--- src/rtl/alu_exec_if.sv ---
`default_nettype none
// ============================================================================
// Module : alu_exec_if
// Desc   : start/busy/done request bundle between the decoder and the ALU
// Rev    : 1.0
// ============================================================================
interface alu_exec_if #(
  parameter int XLEN = 32
);
  logic            start;
  logic [1:0]      ALUOp;
  logic [2:0]      funct3;
  logic            op5;
  logic            funct7b5;
  logic            funct7b0;
  logic [XLEN-1:0] a;
  logic [XLEN-1:0] b;
  logic            busy;
  logic            done;
  logic [XLEN-1:0] result;
  logic            zero;
  logic            illegal;

  modport master (
    output start, ALUOp, funct3, op5, funct7b5, funct7b0, a, b,
    input  busy, done, result, zero, illegal
  );

  modport slave (
    input  start, ALUOp, funct3, op5, funct7b5, funct7b0, a, b,
    output busy, done, result, zero, illegal
  );
endinterface
`default_nettype wire

--- src/rtl/alu_exec_unit.sv ---
`default_nettype none
// ============================================================================
// Module : alu_exec_unit
// Desc   : ALU decode/execute with iterative RV32M multiply/divide
// Rev    : 1.0
// ============================================================================
module alu_exec_unit #(
  parameter int XLEN = 32,
  parameter bit MEXT = 1'b1
) (
  input wire        clk,
  input wire        reset,
  alu_exec_if.slave bus
);
  localparam int c_SHW = $clog2(XLEN);
  localparam logic [c_SHW-1:0] c_LAST = c_SHW'(XLEN - 1);

  typedef enum logic [1:0] {
    S_IDLE = 2'd0,
    S_MUL  = 2'd1,
    S_DIV  = 2'd2,
    S_DONE = 2'd3
  } state_t;

  state_t            r_state;
  state_t            w_next;
  logic              w_accept;
  logic [c_SHW-1:0]  r_cnt;
  // r_acc is the product accumulator for MUL and the partial remainder for DIV
  logic [XLEN-1:0]   r_acc;
  logic [XLEN-1:0]   r_opa;
  logic [XLEN-1:0]   r_opb;
  logic              r_neg_q;
  logic              r_neg_r;
  logic              r_is_rem;
  logic [XLEN-1:0]   r_result;
  logic              r_illegal;

  logic [XLEN-1:0]   w_alu;
  logic              w_ill;
  logic              w_is_mul;
  logic              w_is_div;
  logic              w_sgn;
  logic              w_rem;
  logic [c_SHW-1:0]  w_shamt;
  logic [XLEN-1:0]   w_a_mag;
  logic [XLEN-1:0]   w_b_mag;
  logic [XLEN-1:0]   w_acc_next;
  logic [XLEN:0]     w_shift;
  logic [XLEN:0]     w_diff;
  logic              w_ge;
  logic [XLEN-1:0]   w_rem_next;
  logic [XLEN-1:0]   w_quo_next;
  logic [XLEN-1:0]   w_div_res;

  assign w_shamt = bus.b[c_SHW-1:0];

  always_comb begin
    w_alu    = '0;
    w_ill    = 1'b0;
    w_is_mul = 1'b0;
    w_is_div = 1'b0;
    w_sgn    = 1'b0;
    w_rem    = 1'b0;
    case (bus.ALUOp)
      2'b00: w_alu = bus.a + bus.b;
      2'b01: w_alu = bus.a - bus.b;
      2'b10: begin
        if (bus.op5 && bus.funct7b0) begin
          if (!MEXT) begin
            w_ill = 1'b1;
          end else begin
            case (bus.funct3)
              3'b000:  w_is_mul = 1'b1;
              3'b100:  begin w_is_div = 1'b1; w_sgn = 1'b1; end
              3'b101:  w_is_div = 1'b1;
              3'b110:  begin w_is_div = 1'b1; w_sgn = 1'b1; w_rem = 1'b1; end
              3'b111:  begin w_is_div = 1'b1; w_rem = 1'b1; end
              default: w_ill = 1'b1;
            endcase
          end
        end else begin
          case (bus.funct3)
            3'b000:  w_alu = (bus.op5 && bus.funct7b5) ? bus.a - bus.b : bus.a + bus.b;
            3'b001:  w_alu = bus.a << w_shamt;
            3'b010:  w_alu = {{(XLEN-1){1'b0}}, $signed(bus.a) < $signed(bus.b)};
            3'b011:  w_alu = {{(XLEN-1){1'b0}}, bus.a < bus.b};
            3'b100:  w_alu = bus.a ^ bus.b;
            3'b101:  w_alu = bus.funct7b5 ? $signed(bus.a) >>> w_shamt : bus.a >> w_shamt;
            3'b110:  w_alu = bus.a | bus.b;
            default: w_alu = bus.a & bus.b;
          endcase
        end
      end
      default: w_ill = 1'b1;
    endcase
  end

  assign w_a_mag = (w_sgn && bus.a[XLEN-1]) ? -bus.a : bus.a;
  assign w_b_mag = (w_sgn && bus.b[XLEN-1]) ? -bus.b : bus.b;

  // One shift-add multiply step and one restoring divide step per cycle
  assign w_acc_next = r_acc + (r_opb[0] ? r_opa : '0);
  assign w_shift    = {r_acc, r_opa[XLEN-1]};
  assign w_diff     = w_shift - {1'b0, r_opb};
  assign w_ge       = ~w_diff[XLEN];
  assign w_rem_next = w_ge ? w_diff[XLEN-1:0] : w_shift[XLEN-1:0];
  assign w_quo_next = {r_opa[XLEN-2:0], w_ge};
  assign w_div_res  = r_is_rem ? (r_neg_r ? -w_rem_next : w_rem_next)
                               : (r_neg_q ? -w_quo_next : w_quo_next);

  always_ff @(posedge clk) begin
    if (reset) r_state <= S_IDLE;
    else       r_state <= w_next;
  end

  always_comb begin
    w_next   = r_state;
    w_accept = 1'b0;
    case (r_state)
      S_IDLE: begin
        if (bus.start) begin
          w_accept = 1'b1;
          if (w_is_mul)      w_next = S_MUL;
          else if (w_is_div) w_next = S_DIV;
          else               w_next = S_DONE;
        end
      end
      S_MUL, S_DIV: if (r_cnt == c_LAST) w_next = S_DONE;
      default:      w_next = S_IDLE;
    endcase
  end

  always_ff @(posedge clk) begin
    if (reset) begin
      r_cnt     <= '0;
      r_acc     <= '0;
      r_opa     <= '0;
      r_opb     <= '0;
      r_neg_q   <= 1'b0;
      r_neg_r   <= 1'b0;
      r_is_rem  <= 1'b0;
      r_result  <= '0;
      r_illegal <= 1'b0;
    end else if (w_accept) begin
      r_cnt     <= '0;
      r_acc     <= '0;
      r_illegal <= w_ill;
      if (w_is_mul) begin
        r_opa <= bus.a;
        r_opb <= bus.b;
      end else if (w_is_div) begin
        r_opa    <= w_a_mag;
        r_opb    <= w_b_mag;
        // Division by zero keeps the all-ones quotient unsigned-looking
        r_neg_q  <= w_sgn && (bus.a[XLEN-1] ^ bus.b[XLEN-1]) && (|bus.b);
        r_neg_r  <= w_sgn && bus.a[XLEN-1];
        r_is_rem <= w_rem;
      end else begin
        r_result <= w_ill ? '0 : w_alu;
      end
    end else if (r_state == S_MUL) begin
      r_cnt <= r_cnt + 1'b1;
      r_acc <= w_acc_next;
      r_opa <= r_opa << 1;
      r_opb <= r_opb >> 1;
      if (r_cnt == c_LAST) r_result <= w_acc_next;
    end else if (r_state == S_DIV) begin
      r_cnt <= r_cnt + 1'b1;
      r_acc <= w_rem_next;
      r_opa <= w_quo_next;
      if (r_cnt == c_LAST) r_result <= w_div_res;
    end
  end

  assign bus.busy    = (r_state == S_MUL) || (r_state == S_DIV);
  assign bus.done    = (r_state == S_DONE);
  assign bus.result  = r_result;
  assign bus.zero    = bus.done && (r_result == '0);
  assign bus.illegal = r_illegal;
endmodule
`default_nettype wire

--- src/flat_wrapper.sv ---
// flat-port wrapper written by rule: the top's interface ports become plain ports
module alu_exec_unit_flat 
#(
  parameter int XLEN = 32,
  parameter bit MEXT = 1'b1
)
  (clk, reset, bus_start, bus_ALUOp, bus_funct3, bus_op5, bus_funct7b5, bus_funct7b0, bus_a, bus_b, bus_busy, bus_done, bus_result, bus_zero, bus_illegal);
  alu_exec_if #(.XLEN(XLEN)) bus_i ();
  input wire clk;
  input wire reset;
  input wire logic [$bits(bus_i.start)-1:0] bus_start;
  input wire logic [$bits(bus_i.ALUOp)-1:0] bus_ALUOp;
  input wire logic [$bits(bus_i.funct3)-1:0] bus_funct3;
  input wire logic [$bits(bus_i.op5)-1:0] bus_op5;
  input wire logic [$bits(bus_i.funct7b5)-1:0] bus_funct7b5;
  input wire logic [$bits(bus_i.funct7b0)-1:0] bus_funct7b0;
  input wire logic [$bits(bus_i.a)-1:0] bus_a;
  input wire logic [$bits(bus_i.b)-1:0] bus_b;
  output wire logic [$bits(bus_i.busy)-1:0] bus_busy;
  output wire logic [$bits(bus_i.done)-1:0] bus_done;
  output wire logic [$bits(bus_i.result)-1:0] bus_result;
  output wire logic [$bits(bus_i.zero)-1:0] bus_zero;
  output wire logic [$bits(bus_i.illegal)-1:0] bus_illegal;
  assign bus_i.start = bus_start;
  assign bus_i.ALUOp = bus_ALUOp;
  assign bus_i.funct3 = bus_funct3;
  assign bus_i.op5 = bus_op5;
  assign bus_i.funct7b5 = bus_funct7b5;
  assign bus_i.funct7b0 = bus_funct7b0;
  assign bus_i.a = bus_a;
  assign bus_i.b = bus_b;
  assign bus_busy = bus_i.busy;
  assign bus_done = bus_i.done;
  assign bus_result = bus_i.result;
  assign bus_zero = bus_i.zero;
  assign bus_illegal = bus_i.illegal;
  alu_exec_unit #(.XLEN(XLEN), .MEXT(MEXT)) u_core (.clk(clk), .reset(reset), .bus(bus_i));
endmodule
--- config.mk ---
export PLATFORM = sky130hd
export DESIGN_NAME = alu_exec_unit_flat
export DESIGN_NICKNAME = d
export VERILOG_FILES = /design/src/rtl/alu_exec_if.sv /design/src/rtl/alu_exec_unit.sv /design/src/flat_wrapper.sv
export SDC_FILE = /design/constraint.sdc
export NUM_CORES = 1
export LEC_CHECK = 0
export ABC_AREA = 1
export CAP_MARGIN = 20
export CORE_UTILIZATION = 30
export DETAILED_ROUTE_END_ITERATION = 10
export SLEW_MARGIN = 20
export SYNTH_ARGS = -nofsm -noshare
export SYNTH_HDL_FRONTEND = slang
export SYNTH_SLANG_ARGS = --single-unit
--- constraint.sdc ---
create_clock -name clk -period 11.1 [get_ports clk]
set_clock_uncertainty 0.2 [all_clocks]
set_input_delay 2.775 -clock clk [delete_from_list [all_inputs] [get_ports clk]]
set_output_delay 2.775 -clock clk [all_outputs]
set_load 0.02 [all_outputs]
Word level (Yosys, flattened, before mapping)
Cells that the tools add are included.

operators by class
  eq/ne operators = 18
  bitwise logic cells = 6
  shifts and indexed selects = 3
  $add $sub $neg = 9
  order comparisons = 2
  multiply operators = 0
  div/mod/pow operators = 0
  muxes and demuxes = 55
  reduce and logical (&&, ||, !) cells = 29

operator list
  operator            number
  $mux 32             29
  $pmux 32 s7         1
  $neg 32->32         4
  $pmux 32 s3         1
  $add 32x32->32      2
  $lt 32x32->1        2
  $sub 33x32->33      1
  $and 32x32->32      1
  $logic_not 32->1    1
  $or 32x32->32       1
  $reduce_or 32->1    1
  $shl 32x5->32       1
  $shr 32x5->32       1
  $sshr 32x5->32      1
  $sub 32x32->32      1
  $xor 32x32->32      1
  $mux 1              17
  $eq 3x3->1 const B  4
  $mux 5              2
  $reduce_or 2->1     5
  $logic_and 1x1->1   7
  $eq 2x2->1 const B  3
  $eq 3x2->1 const B  2
  $mux 2              3
  other kinds (21)    30

word-level totals
  ROM bits = 0
  output and inout bits = 36
  RAM bits = 0
  input port bits = 75
  memories kept = 0
  bits in latches = 0
  bits in registers = 139

Depth between registers and ports, before layout
  word-level depth = 10
  gate-level depth with buffers = 37
  mapped depth without buffers = 35

Least setup slack after synthesis
Ideal clock, no wire load.

  kind = input port to flip-flop
  start point = input port bus_b[3]
  end point = register u_core.r_result[20], in the netlist u_core.bus.result[20]
  data required time = 10781 ps
  cell stages on the path = 24
  setup slack = 4961 ps
  data arrival time = 5819 ps
  cell sequence = clkbuf_1 clkinv_1 buf_1 ha_1 inv_1 nand3b_1 nand2_1 nand2_1 nand2_1 a21oi_1 o21ai_0 nand2_1 o21ai_0 nand3_1 nand2_1 nand2_1 nand2_1 nand2_1 nand3_1 nand2_1 nand2_1 nand2_1 a21oi_1 a21oi_1

between the ends
  cells in the longest elaborated chain, start to end = 9
  elaborated cells between the ends (all ways) = 14
  classes of those cells = 2 x add/sub; 3 x shift; 9 x mux

RTL lines
  what                                          RTL line                                  text
  start: declaration                            flat_wrapper.sv:18                        input wire logic [$bits(bus_i.b)-1:0] bus_b;
  $add 32x32->32, or another cell as far along  alu_exec_unit.sv:66, alu_exec_unit.sv:84
  $mux 32, on equally long branches             alu_exec_unit.sv:84, alu_exec_unit.sv:89
  $pmux 32 s7                                   alu_exec_unit.sv:83                       case (bus.funct3)
  $mux 32                                       alu_exec_unit.sv:69                       if (bus.op5 && bus.funct7b0) begin
  $pmux 32 s3 *                                 alu_exec_unit.sv:65                       case (bus.ALUOp)
  $mux 32 *                                     alu_exec_unit.sv:160                      r_result <= w_ill ? '0 : w_alu;
  $mux 32 *                                     alu_exec_unit.sv:152                      end else if (w_is_div) begin
  $mux 32 *                                     alu_exec_unit.sv:149                      if (w_is_mul) begin
  $mux 32 *                                     alu_exec_unit.sv:145                      end else if (w_accept) begin
  end signal: assignment                        alu_exec_unit.sv:160
  end signal: assignment                        alu_exec_unit.sv:167                      if (r_cnt == c_LAST) r_result <= w_acc_next;
  end signal: assignment                        alu_exec_unit.sv:172                      if (r_cnt == c_LAST) r_result <= w_div_res;
  end: declaration                              alu_exec_unit.sv:36                       logic [XLEN-1:0] r_result;

Mark *: on every way between the ends. The rest lies on a longest branch, timed or not. The select of a mux whose other input is x is not followed.
A chain may end at the register's enable or synchronous reset.

Worst setup path in the final report
  start point = input port bus_b[4]
  end point = register u_core.r_result[20], in the netlist u_core.bus.result[20]

The elaborated chain is that of the path after synthesis.

==> metrics <==
outcome=complete, no violations; yosys synthesis warning count=0; Critical Path RT=11.24 ns; GR Util met2=0.489; Total GRT Usage=0.324; sum of overflow across all layers after global routing=0; total number of nets in the final design=4,534; Slew Limit Headroom=0.221; effective utilization at floorplan=0.305; fraction of the cycle the final worst path needs=0.649; clock insertion delay at the later pin of the skew report=approximately 0.47 ns; total vias in the final route=just over 30k; post-synth net total=4,550; Async S/R FF share, synth=0; clock tree root driver cell=sky130_fd_sc_hd__clkbuf_16; achievable frequency=139 MHz; HP Class=flip-flop to flip-flop; number of top-level pins=111; # fillers=8,998; top_reg_cell synth=sky130_fd_sc_hd__dfxtp_1; cts bufs inserted=17; die extent in y=283 um; layout cell share with drive strength beyond 1=0.0510; critical path's largest stage delay=0.95 ns; Worst path slowest cell=sky130_fd_sc_hd__clkdlybuf4s50_1; number of max-cap violations=0; synth-to-layout area growth=10.9%; die area=roughly 0.080 mm2; leakage dissipation=about 0.013 uW; most common cell in the netlist=sky130_fd_sc_hd__nand2_1; most area-consuming cells after synthesis=sky130_fd_sc_hd__nand2_1 (18%), sky130_fd_sc_hd__dfxtp_1 (12%), sky130_fd_sc_hd__a21oi_1 (9.5%); Post-Synthesis Cells=4,301; CTS HTree Levels=4; library cell appearing most often on the critical path=sky130_fd_sc_hd__nand2_1; GR Util met1=0.420; number of synthesized register bits=139; routed length per instance=25.3 um; count of antenna-violating nets left after detailed routing=0; TNS Setup=0 ns; smallest hold slack=0.265 ns; number of failing hold endpoints at the final stage=0; final core utilization=0.338; Core Box Area=0.0778 mm2; number of violations reported at the end of detailed-routing iteration 0=about 3.9k; RSZ-0062 raised after global routing=false; post-synthesis average cell area=roughly 5.5 um2; GR Layer Usage met3=0.0581; placement-stage worst setup slack=around 3.5 ns; DRT Pass-1 Iters=9; busiest metal layer after global routing=met2; ordered cell list for the critical path=clkdlybuf4s50_1, inv_1, ha_1, inv_1, nand2_1, nand2_1, a21oi_1, o21ai_0, nand2_1, o21ai_0, nand3_1, nand2_1, nand2_1, nand2_1, nand2_1, nand3_1, nand2_1, nand2_1, nand2_1, a21oi_1, a21oi_1; number of global-route vias before repair=approximately 28k; post-synthesis cell area=0.0238 mm2; largest net degree at the start of global routing=87; PnR worst setup slack=3.90 ns; maximum buffer depth of the clock tree=2; portion of the post-synthesis area used by sequential elements=0.117; remaining routing DRC violations=0; CP Launch Type=input pin; antenna violations before repair=7; worst path buffer plus inverter count=3; Final Wtd Congestion=1.12; Die W=283 um; Worst-Margin Slew=1.17 ns; Sinks on Clock Net=139; family of cells with the greatest summed delay on the critical path=buffers and inverters; top cell types by occurrence after synthesis=sky130_fd_sc_hd__nand2_1 (1,158), sky130_fd_sc_hd__inv_1 (551), sky130_fd_sc_hd__a21oi_1 (451); number of instances in the placed design=~5.3k; clock-pin slew on the worst setup and hold paths=0.07 ns; post-CTS repair timing setup buffer count=0; cells resized by post-CTS repair=0; endpoint arrival time on the critical path=7.34 ns; number of enable flip-flop cells after synthesis=0; number of vias per cell after detailed routing=5.73; Critical Path Fanout Max=13; final critical delay including setup and external delays=7.20 ns; cell type with the highest aggregate area in the netlist=sky130_fd_sc_hd__nand2_1; std cell rows=between 100 and 150; number of max-slew violations in the final report=0; buffers added on ports=110; total routed wirelength=135 mm; post-synth cell types=64; final standard cell count with taps included and fillers excluded=between 5k and 6k; wire length of the first global-routing pass=192 mm; post-cts hold buffer count=0; area share of the leading cell type in the synthesized netlist=0.183; TritonCTS clock tree=done; power per cell area=246 mW/mm2; HPWL reported at the end of detailed placement=roughly 110 mm; class of the most critical setup path=input pin to flip-flop; kind of capture point of the worst setup path=flip-flop; maximum vdd ir drop=0.169 mV; final setup vio count=0
-- kinds of logic after synthesis --
family                     Yosys count  share of synthesized area
and+or+nand+nor                   1944                      0.346
AOI/OAI and AO/OA                 1150                      0.274
buffers and inverters              778                      0.127
adders and majority gates          174                     0.0929
DFF                                139                      0.117
xor gates and xnor gates           104                     0.0384
muxes                               12                    0.00506
-- per-stage QoR --
step / total power [uW] / area (um2)
finish: 6470 / 26300
global route: 6990 / 26300
CTS: 6350 / 26300
detailed placement: 5740 / 25800
global placement: 5730 / 25800
floorplan: 4320 / 23800
-- final cells by class --
cell class	instances	area, um2	share of cell area
multi-input combinational	3384	18000	0.683
sequential	139	2780	0.106
inverter	576	2160	0.0821
timing repair buffer	167	1510	0.0575
tap	1040	1300	0.0494
clock buffer	17	425	0.0162
clock inverter	15	149	0.00566
antenna	1	2.50	0.0000950
-- tightest hold or removal path, cell delays in order (launching register included) --
cell and delay [ns]:
sky130_fd_sc_hd__dfxtp_1 0.31, sky130_fd_sc_hd__nand2_1 0.06, sky130_fd_sc_hd__a21oi_1 0.05
-- state kept, by name, indices dropped and copies added (netlist names) --
register            cells
u_core.bus.illegal      1
u_core.bus.result      32
u_core.r_acc           32
u_core.r_cnt            5
u_core.r_is_rem         1
u_core.r_neg_q          1
u_core.r_neg_r          1
u_core.r_opa           32
u_core.r_opb           32
u_core.r_state          2
-- path summary, 6_finish.rpt --
path | slack (ns) | to | depth (start not counted) | startpoint
worst max register to register | 5.46 | u_core.bus.result[28] | 28 | u_core.r_opb[0]
worst min register to register | 0.26 | u_core.r_opb[21] | 2 | u_core.r_opb[21]
worst max-delay path | 3.90 | u_core.bus.result[20] | 21 | bus_b[4]
worst min-delay path | 0.26 | u_core.r_opb[21] | 2 | u_core.r_opb[21]
-- layout by cell type, fill, tap and decap left out, types with 8 or more instances in the layout --
| cell type | synthesis | final |
|---|---|---|
| sky130_fd_sc_hd__nand2_1 | 1158 | 1157 |
| sky130_fd_sc_hd__inv_1 | 551 | 550 |
| sky130_fd_sc_hd__a21oi_1 | 451 | 450 |
| sky130_fd_sc_hd__o21ai_0 | 405 | 405 |
| sky130_fd_sc_hd__nor2_1 | 353 | 349 |
| sky130_fd_sc_hd__nand3_1 | 205 | 205 |
| sky130_fd_sc_hd__ha_1 | 170 | 169 |
| sky130_fd_sc_hd__dfxtp_1 | 139 | 139 |
| sky130_fd_sc_hd__clkdlybuf4s50_1 | 0 | 107 |
| sky130_fd_sc_hd__xor2_1 | 82 | 82 |
| sky130_fd_sc_hd__o211ai_1 | 74 | 74 |
| sky130_fd_sc_hd__nor3_1 | 64 | 64 |
| sky130_fd_sc_hd__buf_4 | 4 | 57 |
| sky130_fd_sc_hd__a31oi_1 | 33 | 33 |
| sky130_fd_sc_hd__nand2_2 | 32 | 32 |
| sky130_fd_sc_hd__o22ai_1 | 32 | 32 |
| sky130_fd_sc_hd__nand4_1 | 30 | 30 |
| sky130_fd_sc_hd__o221ai_1 | 27 | 27 |
| sky130_fd_sc_hd__xnor2_1 | 22 | 22 |
| sky130_fd_sc_hd__nor4_1 | 19 | 19 |
| sky130_fd_sc_hd__or2_2 | 19 | 19 |
| sky130_fd_sc_hd__clkbuf_16 | 0 | 17 |
| sky130_fd_sc_hd__inv_2 | 15 | 16 |
| sky130_fd_sc_hd__a221oi_1 | 16 | 16 |
| sky130_fd_sc_hd__o21ai_1 | 16 | 16 |
| sky130_fd_sc_hd__nor2_2 | 13 | 15 |
| sky130_fd_sc_hd__o21bai_1 | 14 | 14 |
| sky130_fd_sc_hd__nand2_4 | 11 | 12 |
| sky130_fd_sc_hd__mux2i_1 | 12 | 12 |
| sky130_fd_sc_hd__a21o_1 | 11 | 11 |
| sky130_fd_sc_hd__o31ai_1 | 11 | 11 |
| sky130_fd_sc_hd__nor2_4 | 8 | 10 |
| sky130_fd_sc_hd__clkinv_1 | 10 | 10 |
| sky130_fd_sc_hd__nand3b_1 | 10 | 10 |
| sky130_fd_sc_hd__o2111ai_1 | 10 | 10 |
| sky130_fd_sc_hd__o21a_1 | 8 | 8 |
| sky130_fd_sc_hd__a21boi_0 | 8 | 8 |
-- power by group --
group | internal [uW] | switching [uW] | total, uW
Combinational | 1440 | 3540 | 4980
Clock | 299 | 289 | 588
Sequential | 635 | 268 | 903
Total | 2380 | 4090 | 6470
-- per-layer routing --
layer | routed length, um | share of wire | vias up
met3 | 13900 | 0.10 | 387
met5 | 42 | 0.00031 | -
met4 | 10600 | 0.079 | 8
met1 | 54000 | 0.40 | 14200
met2 | 56300 | 0.42 | 1843
li1 | - | - | 14200
No activity file was read; power rests on OpenSTA's default activity.
